## config.mk

```make
export PLATFORM = sky130hd
export DESIGN_NAME = csa_share_arbiter_flat
export DESIGN_NICKNAME = d
export VERILOG_FILES = /design/src/rtl/csa_share_arbiter_if.sv /design/src/rtl/csa_share_arbiter.sv /design/src/flat_wrapper.sv
export SDC_FILE = /design/constraint.sdc
export NUM_CORES = 1
export LEC_CHECK = 0
export BUFFER_PORTS_ARGS = -buffer_cell sky130_fd_sc_hd__buf_4
export CAP_MARGIN = 20
export CORE_MARGIN = 2
export CORE_UTILIZATION = 39
export DETAILED_ROUTE_END_ITERATION = 8
export MAX_ROUTING_LAYER = met4
export PLACE_DENSITY = 0.79
export REMOVE_ABC_BUFFERS = 1
export SLEW_MARGIN = 40
export SYNTH_ARGS = -nofsm -noshare
export SYNTH_HDL_FRONTEND = slang
export SYNTH_SLANG_ARGS = --single-unit
```

## constraint.sdc

```tcl
create_clock -name i_clk -period 1.8 [get_ports i_clk]
set_input_delay 0.27 -clock i_clk [delete_from_list [all_inputs] [get_ports i_clk]]
set_output_delay 0.27 -clock i_clk [all_outputs]
set_load 0.03 [all_outputs]
```

## src/rtl/csa_share_arbiter_if.sv

```systemverilog
// Bundles requester, shared-adder and response signals of csa_share_arbiter.
// The arbiter connects through the slave modport; clients and the adder sit on the master side.
interface csa_share_arbiter_if #(
  parameter int WIDTH = 14,
  parameter int N_REQ = 4
);
  localparam int ID_W = $clog2(N_REQ);

  logic [N_REQ-1:0]       i_req_valid;
  logic [N_REQ*WIDTH-1:0] i_req_a;
  logic [N_REQ*WIDTH-1:0] i_req_b;
  logic [N_REQ-1:0]       o_req_ready;
  logic [WIDTH-1:0]       o_add_term1;
  logic [WIDTH-1:0]       o_add_term2;
  logic [WIDTH-1:0]       i_add_sum;
  logic                   i_add_cout;
  logic                   o_rsp_valid;
  logic [ID_W-1:0]        o_rsp_id;
  logic [WIDTH-1:0]       o_rsp_sum;
  logic                   o_rsp_cout;
  logic                   i_rsp_ready;
  logic                   o_busy;

  modport slave (
    input  i_req_valid, i_req_a, i_req_b, i_add_sum, i_add_cout, i_rsp_ready,
    output o_req_ready, o_add_term1, o_add_term2, o_rsp_valid, o_rsp_id,
           o_rsp_sum, o_rsp_cout, o_busy
  );

  modport master (
    output i_req_valid, i_req_a, i_req_b, i_add_sum, i_add_cout, i_rsp_ready,
    input  o_req_ready, o_add_term1, o_add_term2, o_rsp_valid, o_rsp_id,
           o_rsp_sum, o_rsp_cout, o_busy
  );
endinterface

```

## src/rtl/csa_share_arbiter.sv

```systemverilog
// Round-robin arbiter that time-shares one external combinational adder among
// N_REQ requesters, treating the adder as a SETTLE_CYCLES multicycle path.
module csa_share_arbiter #(
   parameter int WIDTH         = 14,
   parameter int N_REQ         = 4,
   parameter int SETTLE_CYCLES = 1
) (
   input  logic                 i_clk,
   input  logic                 i_rst_n,
   csa_share_arbiter_if.slave   bus
);
   localparam int ID_W  = $clog2(N_REQ);
   localparam int CNT_W = (SETTLE_CYCLES > 1) ? $clog2(SETTLE_CYCLES) : 1;

   typedef enum logic [1:0] {IDLE, BUSY, RESP} state_t;

   state_t            state, state_nxt;
   logic [ID_W-1:0]   rr_ptr, id_q, win, ptr_nxt;
   logic [CNT_W-1:0]  cnt;
   logic              any_req, grant, settle_done;
   logic [WIDTH-1:0]  req_a [N_REQ];
   logic [WIDTH-1:0]  req_b [N_REQ];
   logic [WIDTH-1:0]  term1_q, term2_q, rsp_sum_q;
   logic [ID_W-1:0]   rsp_id_q;
   logic              rsp_valid_q, rsp_cout_q;

   always_comb begin
      for (int k = 0; k < N_REQ; k++) begin
         req_a[k] = bus.i_req_a[k*WIDTH +: WIDTH];
         req_b[k] = bus.i_req_b[k*WIDTH +: WIDTH];
      end
   end

   // Winner is the first valid index at or above rr_ptr, wrapping.
   always_comb begin : winner_search
      logic [ID_W-1:0] idx;
      // NOTE: every always_comb output gets a default before any branch, so no latch can be inferred.
      win     = '0;
      any_req = 1'b0;
      idx     = '0;
      for (int i = 0; i < N_REQ; i++) begin
         idx = ID_W'((int'(rr_ptr) + i) % N_REQ);
         if (!any_req && bus.i_req_valid[idx]) begin
            any_req = 1'b1;
            win     = idx;
         end
      end
   end

   assign ptr_nxt     = (int'(win) == N_REQ - 1) ? '0 : win + 1'b1;
   assign grant       = (state == IDLE) && any_req && i_rst_n;
   assign settle_done = (cnt == '0);

   always_comb begin
      state_nxt = state;
      unique case (state)
         IDLE:    if (grant)           state_nxt = BUSY;
         BUSY:    if (settle_done)     state_nxt = RESP;
         RESP:    if (bus.i_rsp_ready) state_nxt = IDLE;
         default:                      state_nxt = IDLE;
      endcase
   end

   // NOTE: reset is synchronous, so it lives inside the clocked branch rather than the sensitivity list.
   always_ff @(posedge i_clk) begin
      if (!i_rst_n) state <= IDLE;
      else          state <= state_nxt;
   end

   // NOTE: all sequential state uses non-blocking assignments so every register samples pre-edge values.
   always_ff @(posedge i_clk) begin
      if (!i_rst_n) begin
         rr_ptr      <= '0;
         cnt         <= '0;
         id_q        <= '0;
         term1_q     <= '0;
         term2_q     <= '0;
         rsp_valid_q <= 1'b0;
         rsp_id_q    <= '0;
         rsp_sum_q   <= '0;
         rsp_cout_q  <= 1'b0;
      end else begin
         if (grant) begin
            term1_q <= req_a[win];
            term2_q <= req_b[win];
            id_q    <= win;
            rr_ptr  <= ptr_nxt;
            cnt     <= CNT_W'(SETTLE_CYCLES - 1);
         end
         if (state == BUSY) begin
            if (!settle_done) begin
               cnt <= cnt - 1'b1;
            end else begin
               rsp_sum_q   <= bus.i_add_sum;
               rsp_cout_q  <= bus.i_add_cout;
               rsp_id_q    <= id_q;
               rsp_valid_q <= 1'b1;
            end
         end
         if (state == RESP && bus.i_rsp_ready) rsp_valid_q <= 1'b0;
      end
   end

   assign bus.o_req_ready = grant ? (N_REQ'(1) << win) : '0;
   assign bus.o_add_term1 = term1_q;
   assign bus.o_add_term2 = term2_q;
   assign bus.o_rsp_valid = rsp_valid_q;
   assign bus.o_rsp_id    = rsp_id_q;
   assign bus.o_rsp_sum   = rsp_sum_q;
   assign bus.o_rsp_cout  = rsp_cout_q;
   assign bus.o_busy      = (state != IDLE);
endmodule

```

## src/flat_wrapper.sv

```systemverilog
// flat-port wrapper written by rule: the top's interface ports become plain ports
module csa_share_arbiter_flat 
#(
   parameter int WIDTH         = 14,
   parameter int N_REQ         = 4,
   parameter int SETTLE_CYCLES = 1
)
  (i_clk, i_rst_n, bus_i_req_valid, bus_i_req_a, bus_i_req_b, bus_i_add_sum, bus_i_add_cout, bus_i_rsp_ready, bus_o_req_ready, bus_o_add_term1, bus_o_add_term2, bus_o_rsp_valid, bus_o_rsp_id, bus_o_rsp_sum, bus_o_rsp_cout, bus_o_busy);
  csa_share_arbiter_if #(.WIDTH(WIDTH), .N_REQ(N_REQ)) bus_i ();
  input  logic i_clk;
  input  logic i_rst_n;
  input wire logic [$bits(bus_i.i_req_valid)-1:0] bus_i_req_valid;
  input wire logic [$bits(bus_i.i_req_a)-1:0] bus_i_req_a;
  input wire logic [$bits(bus_i.i_req_b)-1:0] bus_i_req_b;
  input wire logic [$bits(bus_i.i_add_sum)-1:0] bus_i_add_sum;
  input wire logic [$bits(bus_i.i_add_cout)-1:0] bus_i_add_cout;
  input wire logic [$bits(bus_i.i_rsp_ready)-1:0] bus_i_rsp_ready;
  output wire logic [$bits(bus_i.o_req_ready)-1:0] bus_o_req_ready;
  output wire logic [$bits(bus_i.o_add_term1)-1:0] bus_o_add_term1;
  output wire logic [$bits(bus_i.o_add_term2)-1:0] bus_o_add_term2;
  output wire logic [$bits(bus_i.o_rsp_valid)-1:0] bus_o_rsp_valid;
  output wire logic [$bits(bus_i.o_rsp_id)-1:0] bus_o_rsp_id;
  output wire logic [$bits(bus_i.o_rsp_sum)-1:0] bus_o_rsp_sum;
  output wire logic [$bits(bus_i.o_rsp_cout)-1:0] bus_o_rsp_cout;
  output wire logic [$bits(bus_i.o_busy)-1:0] bus_o_busy;
  assign bus_i.i_req_valid = bus_i_req_valid;
  assign bus_i.i_req_a = bus_i_req_a;
  assign bus_i.i_req_b = bus_i_req_b;
  assign bus_i.i_add_sum = bus_i_add_sum;
  assign bus_i.i_add_cout = bus_i_add_cout;
  assign bus_i.i_rsp_ready = bus_i_rsp_ready;
  assign bus_o_req_ready = bus_i.o_req_ready;
  assign bus_o_add_term1 = bus_i.o_add_term1;
  assign bus_o_add_term2 = bus_i.o_add_term2;
  assign bus_o_rsp_valid = bus_i.o_rsp_valid;
  assign bus_o_rsp_id = bus_i.o_rsp_id;
  assign bus_o_rsp_sum = bus_i.o_rsp_sum;
  assign bus_o_rsp_cout = bus_i.o_rsp_cout;
  assign bus_o_busy = bus_i.o_busy;
  csa_share_arbiter #(.WIDTH(WIDTH), .N_REQ(N_REQ), .SETTLE_CYCLES(SETTLE_CYCLES)) u_core (.i_clk(i_clk), .i_rst_n(i_rst_n), .bus(bus_i));
endmodule
```

==> results of run 1 <==
-- flip-flops by register name, summed over array words and instances (netlist names) --
| register | cells |
|---|---|
| u_core.bus.o_add_term1 | 14 |
| u_core.bus.o_add_term2 | 14 |
| u_core.bus.o_rsp_cout | 1 |
| u_core.bus.o_rsp_id | 2 |
| u_core.bus.o_rsp_sum | 14 |
| u_core.bus.o_rsp_valid | 1 |
| u_core.cnt | 1 |
| u_core.id_q | 2 |
| u_core.rr_ptr | 2 |
| u_core.state | 2 |
-- stage by stage --
stage	TNS, ns	area (µm²)	utilization [%]
after floorplan	-22.28	2840	-
after global placement	-3.70	4590	62.7
after detailed placement	-5.30	4590	62.7
final	-3.67	4780	65.3
after global routing	-7.31	4780	65.3
after CTS	-3.50	4780	65.2
-- how the worst max path moves through the flow --
stage / end / cells after the start / startpoint / slack [ns]
6_report: bus_o_req_ready[0] / 7 / u_core.rr_ptr[0] / -0.26
3_5_place_dp: u_core.bus.o_add_term1[11] / 9 / bus_i_req_valid[0] / -0.19
5_1_grt: bus_o_req_ready[2] / 7 / u_core.rr_ptr[0] / -0.34
2_1_floorplan: bus_o_req_ready[2] / 6 / bus_i_req_valid[1] / -0.89
3_3_place_gp: u_core.bus.o_add_term2[9] / 8 / bus_i_req_valid[0] / -0.16
4_1_cts: bus_o_req_ready[0] / 7 / u_core.rr_ptr[0] / -0.29
-- cells by family after synthesis --
group                      after synthesis
adders and majority gates                4
muxes                                   28
and+or+nand+nor                        127
buffers and inverters                   36
AOI/OAI and AO/OA                      116
DFF                                     53
-- area by class of cell --
type / count / area, µm² / share of cell area [%]
Clock buffer: 7 / 86.3 / 1.80
Clock inverter: 1 / 30.0 / 0.628
Inverter: 5 / 21.3 / 0.445
Multi-Input combinational cell: 275 / 1810 / 37.8
Sequential cell: 53 / 1060 / 22.2
Tap cell: 99 / 124 / 2.59
Timing Repair Buffer: 211 / 1650 / 34.5
-- cells in the mapped netlist --
cell type  count  area (µm²)
and2_1         2        12.5
clkbuf_1      15        56.3
inv_1          4        15.0
o22a_1         1        8.76
nor2_1         5        18.8
nand4b_1       1        8.76
nor4_4         1        21.3
nor2b_1        3        18.8
nand2_1       69         259
o21ai_0       29         145
or4_4          1        11.3
o211ai_1      28         210
a31oi_1        1        6.26
mux2i_1       28         280
a211o_1       29         254
clkbuf_2       1        5.00
nand3_1       29         145
nor3_1         1        5.00
nor3_2         1        10.0
nand2b_1       5        31.3
nand2_2        1        6.26
and3_1         5        31.3
or2_2          1        6.26
a21boi_0      23         173
nor4_1         1        6.26
and4b_1        1        10.0
dfxtp_1       53        1060
buf_4          2        15.0
a21o_1         1        7.51
buf_1          1        3.75
buf_2         10        50.1
ha_1           4        50.1
buf_6          2        22.5
inv_2          1        3.75
o21ai_1        2        10.0
a21oi_1        2        10.0
-- where the power goes --
group / switching (µW) / internal (µW)
registers: 113 / 1350
logic: 1010 / 819
clock network: 375 / 454
total: 1500 / 2620
-- metal layers --
| metal | track usage (%) | up-vias |
|---|---|---|
| li1 | - | 1682 |
| met1 | 25.9 | 1567 |
| met2 | 43.3 | 184 |
| met3 | 5.31 | 12 |
| met4 | 7.83 | 0 |
| met5 | - | - |
-- critical path, stage by stage, from the launching register on --
cell and delay, ns:
dfxtp_2 0.35, nor2b_2 0.05, or4_4 0.53, nand2_4 0.10, inv_4 0.05, ha_4 0.14
and3_4 0.14, buf_6 0.13
-- repair_timing --
| item | CTS | global route |
|---|---|---|
| pin swaps | 5 | 2 |
| gates resized for setup | 18 | 1 |
| buffers inserted | 0 | 0 |
| setup endpoints to repair | 32 | 32 |
==> results list, run 1 <==
* Violations in the final reports: setup timing
* Clock-pin slew of the registers on the worst-case setup and hold paths: 0.09 ns
* Highest achievable clock rate: 0.485 GHz
- Post-placement cell count: 643
* Initial standard-cell utilization of the core: 40.8%
- VDD sags by at most 0.443 mV.
- Total power divided by cell area: 861 nW/µm²
- In this run the count of I/O pins placed on the die edge is 185.
* Number of failing setup endpoints in the final timing report: 32
* Most common cell after layout, fill and taps aside: buf_4
- Routed length on met2: 5.28 mm
* Type of the setup path with the least slack: reg2out
- TritonCTS Buffers: 5
- Worst-path maximum fanout: 3
- Buffer levels on the longest clock path: 2
* End of the worst register-to-register path: u_core.bus.o_add_term2[9]
- For the worst setup path, the data required time is 1.53 ns.
* Number of slew-limit violations in the final report: 0
* Post-synthesis sequential area ratio: 35.5%
- The repair_antennas step left the layout with diodes totalling 0.
* Slew headroom: 57.4%
* Maximum number of pins on one net before global-route repair: 32
- Crit path launch type: flop
* Violation count after the first detailed-routing iteration: 149
* Class of the most critical hold timing path: in2reg
* Transition time of the tightest slew-check pin: 0.635 ns
* Post-synthesis mux area share: 9.38%
- Post-Syn Instances: 364
* Synth Area in Simple Gates: 20.1%
- After layout, the design draws a total of 4120 µW.
- Setup repair after global routing could not meet its margin everywhere.
- Area growth from synthesis to final layout: 60.0%
* Detailed-routed wire length on met3: 909 µm
- Worst hold slack after final layout: 0.223 ns
- Most frequent cells in the layout: 203 x buf_4, 69 x nand2_1, 51 x dfxtp_1
- The floorplan has 31 rows.
- Top layer reached by signal wires: met4
- Critical path data arrival time: 1.79 ns
* Flops & latches, synth: 53
- Worst setup skew after layout: 0.00341 ns
- The synthesized netlist devotes 27.6% of its cell area to compound gates.
* Endpoint kind of the worst setup timing path: output pin
- The die is 91.5 µm wide.
* Count of unresolved DRC violations after routing: 0
- The number of antenna violations at the first check in global routing is 0.
- In the finished design, the share of the clock period the worst path needs comes to 114%.
- After detailed routing, the total wire length is 10.2 mm.
* Post-synthesis share of cell area spent on xor and xnor gates: 0%
- Averaged over all synthesized cells, the footprint is 8.21 µm².
- The core region is 7330 µm².
- Vias in the first global route: 3516
- Routability-driven placement congestion ratio: 0.861
* Root buffer cell: clkbuf_8
- Before antenna repair, the detailed router went through 4 iterations.
* Hold-critical path endpoint: u_core.bus.o_rsp_sum[7]
- The first global-routing pass estimated 16.0 mm of wire.
- The final layout contains 689 nets.
* Hold wc startpoint: bus_i_add_sum[7]
- Synthesized-area fraction occupied by adder cells: 1.67%
- Once routing completed, OpenROAD measured the worst setup slack at -0.261 ns.
* Main combinational cell family by area after synthesis: compound AO/OA/AOI/OAI gates
* Max H-tree Level: 2
- Syn Std Cell Area: 2990 µm²
- Wirelength per Cell: 15.6 µm
* Final Non-Filler Cells: 651
* Beginning of the worst register-to-register path: u_core.rr_ptr[0]
- Synth unique cells: 36
* Total number of yosys warnings: 0
- Die extent in y: 91.5 µm
* Worst hold path stage count: 3
* Layout cells sized above 1: 42.4%
- Across every metal layer, demand over resource in global routing totals 24.0%.
* Leakage power: 0.00224 µW
- Post-place setup slack: -0.187 ns
- The die covers 8380 µm².
- After detailed routing, the wire length on met1 is 3.81 mm.
* Average via count per standard cell: 5.29
- Depth of the worst register-to-register path: 8
* Hold Buf Count CTS: 0
- For this design, the sink count on the clock tree is 53.
- Post-detailed-placement half-perimeter wirelength: 7.66 mm
- Vias: 3445
- Across all register-to-register paths, the minimum setup slack is -0.14 ns.
* Clock insertion delay at the later pin of the skew report: 0.30 ns
- After filler insertion, the fill cell instance count of the layout stands at 597.
- TritonCTS clock tree: built
- In this run the remaining antenna-violating nets after routing total 0.
* Max_cap viols: 0
* Total overflow reported by the global router: 0
- After layout, the minimum clock period comes to 2.06 ns.
- The count of buffers added on input and output ports is 184.
* Run status: finished, violations left
- Hold Fails Final Rpt: 0
Note: power is estimated with default switching activity, not from simulation.
==> run 2: changes to the inputs <==
--- a/config.mk
+++ b/config.mk
@@ -13,7 +13,9 @@
 export MAX_ROUTING_LAYER = met4
 export PLACE_DENSITY = 0.79
 export REMOVE_ABC_BUFFERS = 1
+export SETUP_SLACK_MARGIN = 0.2
 export SLEW_MARGIN = 40
 export SYNTH_ARGS = -nofsm -noshare
 export SYNTH_HDL_FRONTEND = slang
 export SYNTH_SLANG_ARGS = --single-unit
+export TNS_END_PERCENT = 20
==> run 2 against run 1 <==
Final cell count unchanged. Maximum frequency about the same. Largest cell class unchanged. Power about the same. The run still ends with setup timing left. Cell area unchanged. Utilization unchanged.
==> results list, run 2 (same netlist as run 1, synthesis figures left out) <==
* Area of the core region: 7330 µm² (unchanged)
* Total overflow reported by the global router: 0 (unchanged)
- The post-route worst setup slack was -0.260 ns (+0.000956 ns).
- GRT Total Usage: 24.0% (unchanged)
* Endpoint kind of the worst setup timing path: output pin
- Number of iterations in the first detailed-routing pass: 5 (+1)
- The total power of the final layout came to 4120 µW (about the same).
- Buffer levels on the longest clock path: 2 (unchanged)
- Number of antenna violations at the first check in global routing: 0 (unchanged)
- The maximum clock skew at final layout came to 0.00337 ns (-0.0000351 ns).
- In this run the clock root is driven by a clkbuf_8.
- The max-capacitance violation count is 0 (unchanged).
- Clock insertion delay at the later pin of the skew report: 0.29 ns (about the same)
- TritonCTS built the clock tree.
* Most frequent cells in the layout: 203 x buf_4, 69 x nand2_1, 51 x dfxtp_1
* Depth of the worst register-to-register path: 8 (unchanged)
- Met2 track utilization from global routing: 43.3% (-0.061 points)
- The final hold slack is 0.225 ns (+0.00217 ns).
* Family of cells with the greatest summed delay on the critical path: simple AND/OR/NAND/NOR gates
- The number of nets with antenna violations after detailed routing came to 0 (unchanged).
- The checks that failed: setup timing.
* Hold-critical path endpoint: u_core.bus.o_rsp_sum[7]
* Count of inserted antenna diode cells: 0 (unchanged)
* Max H-tree Level: 2 (unchanged)
* Most Used Layer, Global Route: met2
- The final setup violation count was 32 (unchanged).
* R2R setup slack: -0.15 ns (about the same)
- Crit path launch type: flop
- End of the worst register-to-register path: u_core.bus.o_add_term2[9]
- The count of buffers inserted at the top-level ports is 184 (unchanged).
- Type of the setup path with the least slack: reg2out
- Leakage power: 0.00224 µW (unchanged)
- The width of the chip was 91.5 µm (unchanged).
- The total wire length after detailed routing came to 10.2 mm (about the same).
- The number of vias per cell after detailed routing is 5.30 (+0.20%).
* Layout cells sized above 1: 42.4% (unchanged)
- The number of design rule violations left after detail routing is 0 (unchanged).
- The worst hold path begins at bus_i_add_sum[7].
- The data required time at the worst endpoint came to 1.53 ns (about the same).
- Delay of the slowest critical-path stage: 0.53 ns (about the same)
- The final count of hold timing violations is 0 (unchanged).
- The met1 usage in global routing came to 26.1% (+0.15 points).
- The top fanout value on the critical path was 3 (unchanged).
- The top-level I/O count came to 185 (unchanged).
* Clock-pin slew of the registers on the worst-case setup and hold paths: 0.09 ns (about the same)
* Transition time of the tightest slew-check pin: 0.629 ns (-0.00613 ns)
- The time the worst path needs with I/O delays and setup is 2.06 ns (-0.000956 ns).
- Cell with the biggest individual delay on the critical path: or4_4
- The final standard cell area without fillers is 4780 µm² (unchanged).
- Met3 Resource Use GR: 5.31% (unchanged)
* Net count, final: 689 (unchanged)
- The data arrival time of the worst path was 1.79 ns (about the same).
* DP Area: 4590 µm² (unchanged)
- Post-place setup slack: -0.187 ns (unchanged)
* Area growth from synthesis to final layout: 60.0% (unchanged)
* Violation count after the first detailed-routing iteration: 139 (-6.7%)
- Share of the clock period used by the worst path after layout: 114% (about the same)
- # clock sinks: 53 (unchanged)
- The worst hold path belongs to the class in2reg.
* Buffers plus inverters on the worst setup path: 2 (unchanged)
- The maximum number of pins on one net before global-route repair is 32 (unchanged).
- The run finished, with violations left.
* Slew headroom: 57.8% (+0.41 points)
- Leaving out fill and tap cells, the most frequent cell in the layout is buf_4.
- The last weighted congestion value of the routability-driven placer came to 0.861 (unchanged).
- Total power divided by cell area: 860 nW/µm² (about the same)
- Vias in the first global route: 3504 (-0.34%)
- Highest achievable clock rate: 0.486 GHz (about the same)
- Initial standard-cell utilization of the core: 40.8% (unchanged)
* Die extent in y: 91.5 µm (unchanged)
- The number of buffers created by CTS is 5 (unchanged).
- The per-cell routed wire length was 15.6 µm (about the same).
- Ordered list of cells on the worst path: nor2b_2 > or4_4 > nand2_4 > inv_4 > ha_4 > and3_4 > buf_6
- The maximum VDD drop was 0.443 mV (about the same).
- Post-detailed-placement half-perimeter wirelength: 7.66 mm (unchanged)
- Worst hold path stage count: 3 (unchanged)
* Number of slew-limit violations in the final report: 0 (unchanged)
- The worst register-to-register path begins at u_core.rr_ptr[0].
* Vias: 3452 (+0.20%)
- Wire length of the first global-routing pass: 16.0 mm (about the same)
* Worst setup startpoint: u_core.rr_ptr[0]
- RSZ-0062 raised after global routing: true
* Number of placement rows: 31 (unchanged)
- Full die area: 8380 µm² (unchanged)
[run 2: cell counts in the layout (fill, tap and decap cells not counted)]
Identical to the previous run, type by type.
[run 2: metal layers]
layer / up-vias / share of wire [%] / routed length, µm
met5: - / 0 / 0
met2: 166 / 52 / 5270
li1: 1686 / - / -
met3: 12 / 7.6 / 771
met1: 1588 / 39 / 3970
met4: 0 / 1.7 / 172
[run 2: final cells by class]
| cell class | count | area (µm²) |
|---|---|---|
| Tap cell | 99 | 124 |
| Inverter | 5 | 21.3 |
| Clock buffer | 7 | 86.3 |
| Multi-Input combinational cell | 275 | 1810 |
| Sequential cell | 53 | 1060 |
| Clock inverter | 1 | 30.0 |
| Timing Repair Buffer | 211 | 1650 |
| Fill cell | 597 | 2550 |
[run 2: power by group]
part / internal, µW / switching [µW]
Clock: 454 / 373
Combinational: 819 / 1010
Sequential: 1350 / 114
Total: 2620 / 1500
[run 2: what timing repair did]
action,CTS,global route
hold buffers,0,0
setup endpoints to repair,32,33
cloned,0,0
buffers inserted,0,0
pin swaps,5,2
resized for setup,18,1
[run 2: how the worst max path moves through the flow]
stage	cells after the start	to	slack [ns]
floorplan	6	bus_o_req_ready[2]	-0.89
global placement	8	u_core.bus.o_add_term2[9]	-0.16
detailed placement	9	u_core.bus.o_add_term1[11]	-0.19
CTS	7	bus_o_req_ready[0]	-0.29
global route	7	bus_o_req_ready[2]	-0.34
finish	7	bus_o_req_ready[0]	-0.26
[run 2: per-stage QoR]
step / instances / util [%] / setup TNS, ns
global route: 651 / 65.3 / -7.33
detailed placement: 643 / 62.7 / -5.30
floorplan: 333 / - / -22.28
finish: 651 / 65.3 / -3.80
CTS: 651 / 65.2 / -3.50
global placement: 643 / 62.7 / -3.70
[run 2: worst reg2reg max path, cell delays in order, from the launching register on]
cell	delay, ns
dfxtp_2	0.34
buf_4	0.14
nand2b_1	0.17
nand4b_1	0.18
nand2_4	0.09
inv_4	0.08
buf_4	0.43
mux2i_1	0.32
o211ai_1	0.10
==> run 3: changes to the inputs <==
--- a/config.mk
+++ b/config.mk
@@ -8,10 +8,10 @@
 export BUFFER_PORTS_ARGS = -buffer_cell sky130_fd_sc_hd__buf_4
 export CAP_MARGIN = 20
 export CORE_MARGIN = 2
-export CORE_UTILIZATION = 39
+export CORE_UTILIZATION = 43
 export DETAILED_ROUTE_END_ITERATION = 8
 export MAX_ROUTING_LAYER = met4
-export PLACE_DENSITY = 0.79
+export PLACE_DENSITY = 0.82
 export REMOVE_ABC_BUFFERS = 1
 export SETUP_SLACK_MARGIN = 0.2
 export SLEW_MARGIN = 40
==> constraint.sdc (replaced) <==
create_clock -name i_clk -period 2 [get_ports i_clk]
set_input_delay 0.3 -clock i_clk [delete_from_list [all_inputs] [get_ports i_clk]]
set_output_delay 0.3 -clock i_clk [all_outputs]
set_load 0.03 [all_outputs]
==> run 3 against run 2 <==
The run still ends with setup timing left. Clock-buffer cell count shrank 1. Sequential cell count is the same. Power shrank 14%. Register-to-register slack gained 0.21 ns. Via count grew 1.1%. First-iteration DRC count grew 58%. Sequential share of layout area grew 0.50 points. Final cell count shrank 3.2%. Utilization grew 4.0 points. Critical path type unchanged. Critical endpoint is now bus_o_req_ready[2].
==> results list, run 3 (same netlist as run 1, synthesis figures left out) <==
* Count of inserted antenna diode cells: 0 (unchanged)
- Number of inserted filler cells in the final layout: 556 (-6.9%)
* Clock-pin slew of the registers on the worst-case setup and hold paths: 0.09 ns (about the same)
- The die boundary height is 87.4 µm (-4.6%).
* Worst setup startpoint: u_core.rr_ptr[0]
- Final routed wirelength across all metal layers: 10.0 mm (-1.9%)
- Area of the core region: 6760 µm² (-7.8%)
- Hold wc startpoint: bus_i_add_sum[13]
- In the finished design, the share of the clock period the worst path needs comes to 105%.
- Number of failing setup endpoints in the final timing report: 4 (-88%)
* Number of antenna violations at the first check in global routing: 0 (unchanged)
- Maximum number of pins on one net before global-route repair: 32 (unchanged)
- Violations in the final reports: setup timing
* Wire length of the first global-routing pass: 15.3 mm (-4.7%)
* Routability-driven placement congestion ratio: 0.858 (-0.28%)
- The power density of the placed cells is 754 nW/µm² (-12%).
- The sequential standard cell area was 1060 µm² (unchanged).
* Worst setup skew after layout: 0.00619 ns (+0.00282 ns)
- The die area came to 7630 µm² (-8.9%).
* Clock insertion delay at the later pin of the skew report: 0.30 ns (about the same)
- The final count of hold timing violations is 0 (unchanged).
* Max_cap viols: 0 (unchanged)
* Slew headroom: 57.6% (-0.27 points)
* Post-place setup slack: -0.00193 ns (+0.186 ns)
* Beginning of the worst register-to-register path: u_core.rr_ptr[0]
- Buffer levels on the longest clock path: 2 (unchanged)
- Worst hold path stage count: 3 (unchanged)
- Most common cell after layout, fill and taps aside: buf_4
- # clock sinks: 53 (unchanged)
* Total overflow reported by the global router: 0 (unchanged)
* Number of placement rows: 30 (-3.2%)
- Critical path data arrival time: 1.80 ns (about the same)
- The count of buffers inserted at the top-level ports came to 184 (unchanged).
- The flow ran to the end, but the final reports show violations.
* Number of iterations in the first detailed-routing pass: 4 (-1)
- Post-detailed-placement half-perimeter wirelength: 7.41 mm (-3.2%)
- RSZ-0062 raised after global routing: true
- The width of the chip is 87.4 µm (-4.6%).
* Max H-tree Level: 2 (unchanged)
- Compared with the post-synthesis result, the final layout area differs by 56.5%.
- The number of nets with antenna violations after detailed routing is 0 (unchanged).
- GRT Total Usage: 25.7% (+1.7 points)
- The path class of the tightest hold or removal check is in2reg.
* TritonCTS Buffers: 5 (unchanged)
* Vias: 3489 (+1.1%)
* Worst-path maximum fanout: 3 (unchanged)
- For hold timing, the worst endpoint is u_core.bus.o_rsp_sum[13].
- The effective utilization at floorplan came to 44.2% (+3.5 points).
- The net count reported at finish came to 687 (-0.29%).
* Count of unresolved DRC violations after routing: 0 (unchanged)
* Area occupied by multi-input gates: 1810 µm² (about the same)
- R2R setup slack: 0.06 ns (+0.21 ns)
* Crit path launch type: flop
- Average via count per standard cell: 5.54 (+4.4%)
- The top cell types in the final layout, fill and taps aside, are 203 x buf_4, 69 x nand2_1, 51 x dfxtp_1.
* Layout cells sized above 1: 42.4% (about the same)
* Root buffer cell: clkbuf_8
* End of the worst register-to-register path: u_core.bus.o_add_term2[2]
- Type of the setup path with the least slack: reg2out
- The count of final max-slew check failures came to 0 (unchanged).
- Transition time of the tightest slew-check pin: 0.637 ns (+0.00753 ns)
* Fin worst setup slack: -0.105 ns (+0.155 ns)
- For this run, the top clock speed supported by timing is 0.475 GHz.
- The per-cell routed wire length is 15.9 µm (+1.4%).
- Depth of the worst register-to-register path: 8 (unchanged)
- Critical path data required time: 1.70 ns (+0.17 ns)
- The maximum VDD drop is 0.400 mV (-9.8%).
- Violation count after the first detailed-routing iteration: 219 (+58%)
- The final hold slack came to 0.249 ns (+0.0242 ns).
* Leakage power: 0.00220 µW (-1.5%)
- Endpoint kind of the worst setup timing path: output pin
- Final min period: 2.10 ns
- TritonCTS built the clock tree.
- The total power of the final layout is 3530 µW (-14%).
* Vias in the first global route: 3264 (-6.8%)
- The top-level I/O count came to 185 (unchanged).
run 3: layout make-up:
| cell class | instances | area share, % |
|---|---|---|
| sequential | 53 | 22.7 |
| clock inverter | 2 | 0.214 |
| inverter | 5 | 0.455 |
| tap | 80 | 2.14 |
| clock buffer | 6 | 1.55 |
| timing repair buffer | 209 | 34.2 |
| multi-input combinational | 275 | 38.7 |
run 3: how the worst max path moves through the flow:
stage               slack [ns]            endpoint  cells past startpoint
floorplan                -0.75  bus_o_req_ready[2]                      6
global placement        -0.005  bus_o_req_ready[2]                      8
detailed placement      -0.002  bus_o_req_ready[0]                      8
CTS                      -0.13  bus_o_req_ready[1]                      6
global route             -0.17  bus_o_req_ready[2]                      7
finish                   -0.10  bus_o_req_ready[2]                      7
run 3: metrics by stage:
step                      util, %  TNS (ns)  std cells  area [µm²]
final                        69.2    -0.368        630        4680
after global routing         69.2     -1.37        630        4680
after CTS                    69.0    -0.498        630        4660
after detailed placement     66.5  -0.00277        619        4500
after global placement       66.5  -0.00837        619        4500
after floorplan                 -    -15.90        333        2840
run 3: critical path: stages (launching register included):
cell and delay, ns:
dfxtp_2 0.36, nor2b_2 0.05, or4_4 0.53, nand2_4 0.10, inv_4 0.06, ha_4 0.15
and3_4 0.14, buf_6 0.13
run 3: where the power goes:
part           total [µW]  internal (µW)  switching (µW)
Clock                 587            244             344
Combinational        1630            727             905
Sequential           1310           1210            95.3
Total                3530           2180            1340
run 3: repair_timing:
action	in CTS	in global routing
setup buffers	3	0
endpoints found under the setup margin	32	32
hold endpoints to repair	0	0
pin swaps	5	2
hold buffers	0	0
cloned	0	0
resized for setup	16	4
run 3: routing by layer:
metal	vias up	part of all wire (%)	wire [µm]	track usage [%]
met5	-	0	0	-
met4	0	1.7	167	7.97
met3	15	8.5	850	5.21
met2	173	51	5140	42.2
met1	1622	38	3840	31.7
li1	1679	-	-	-
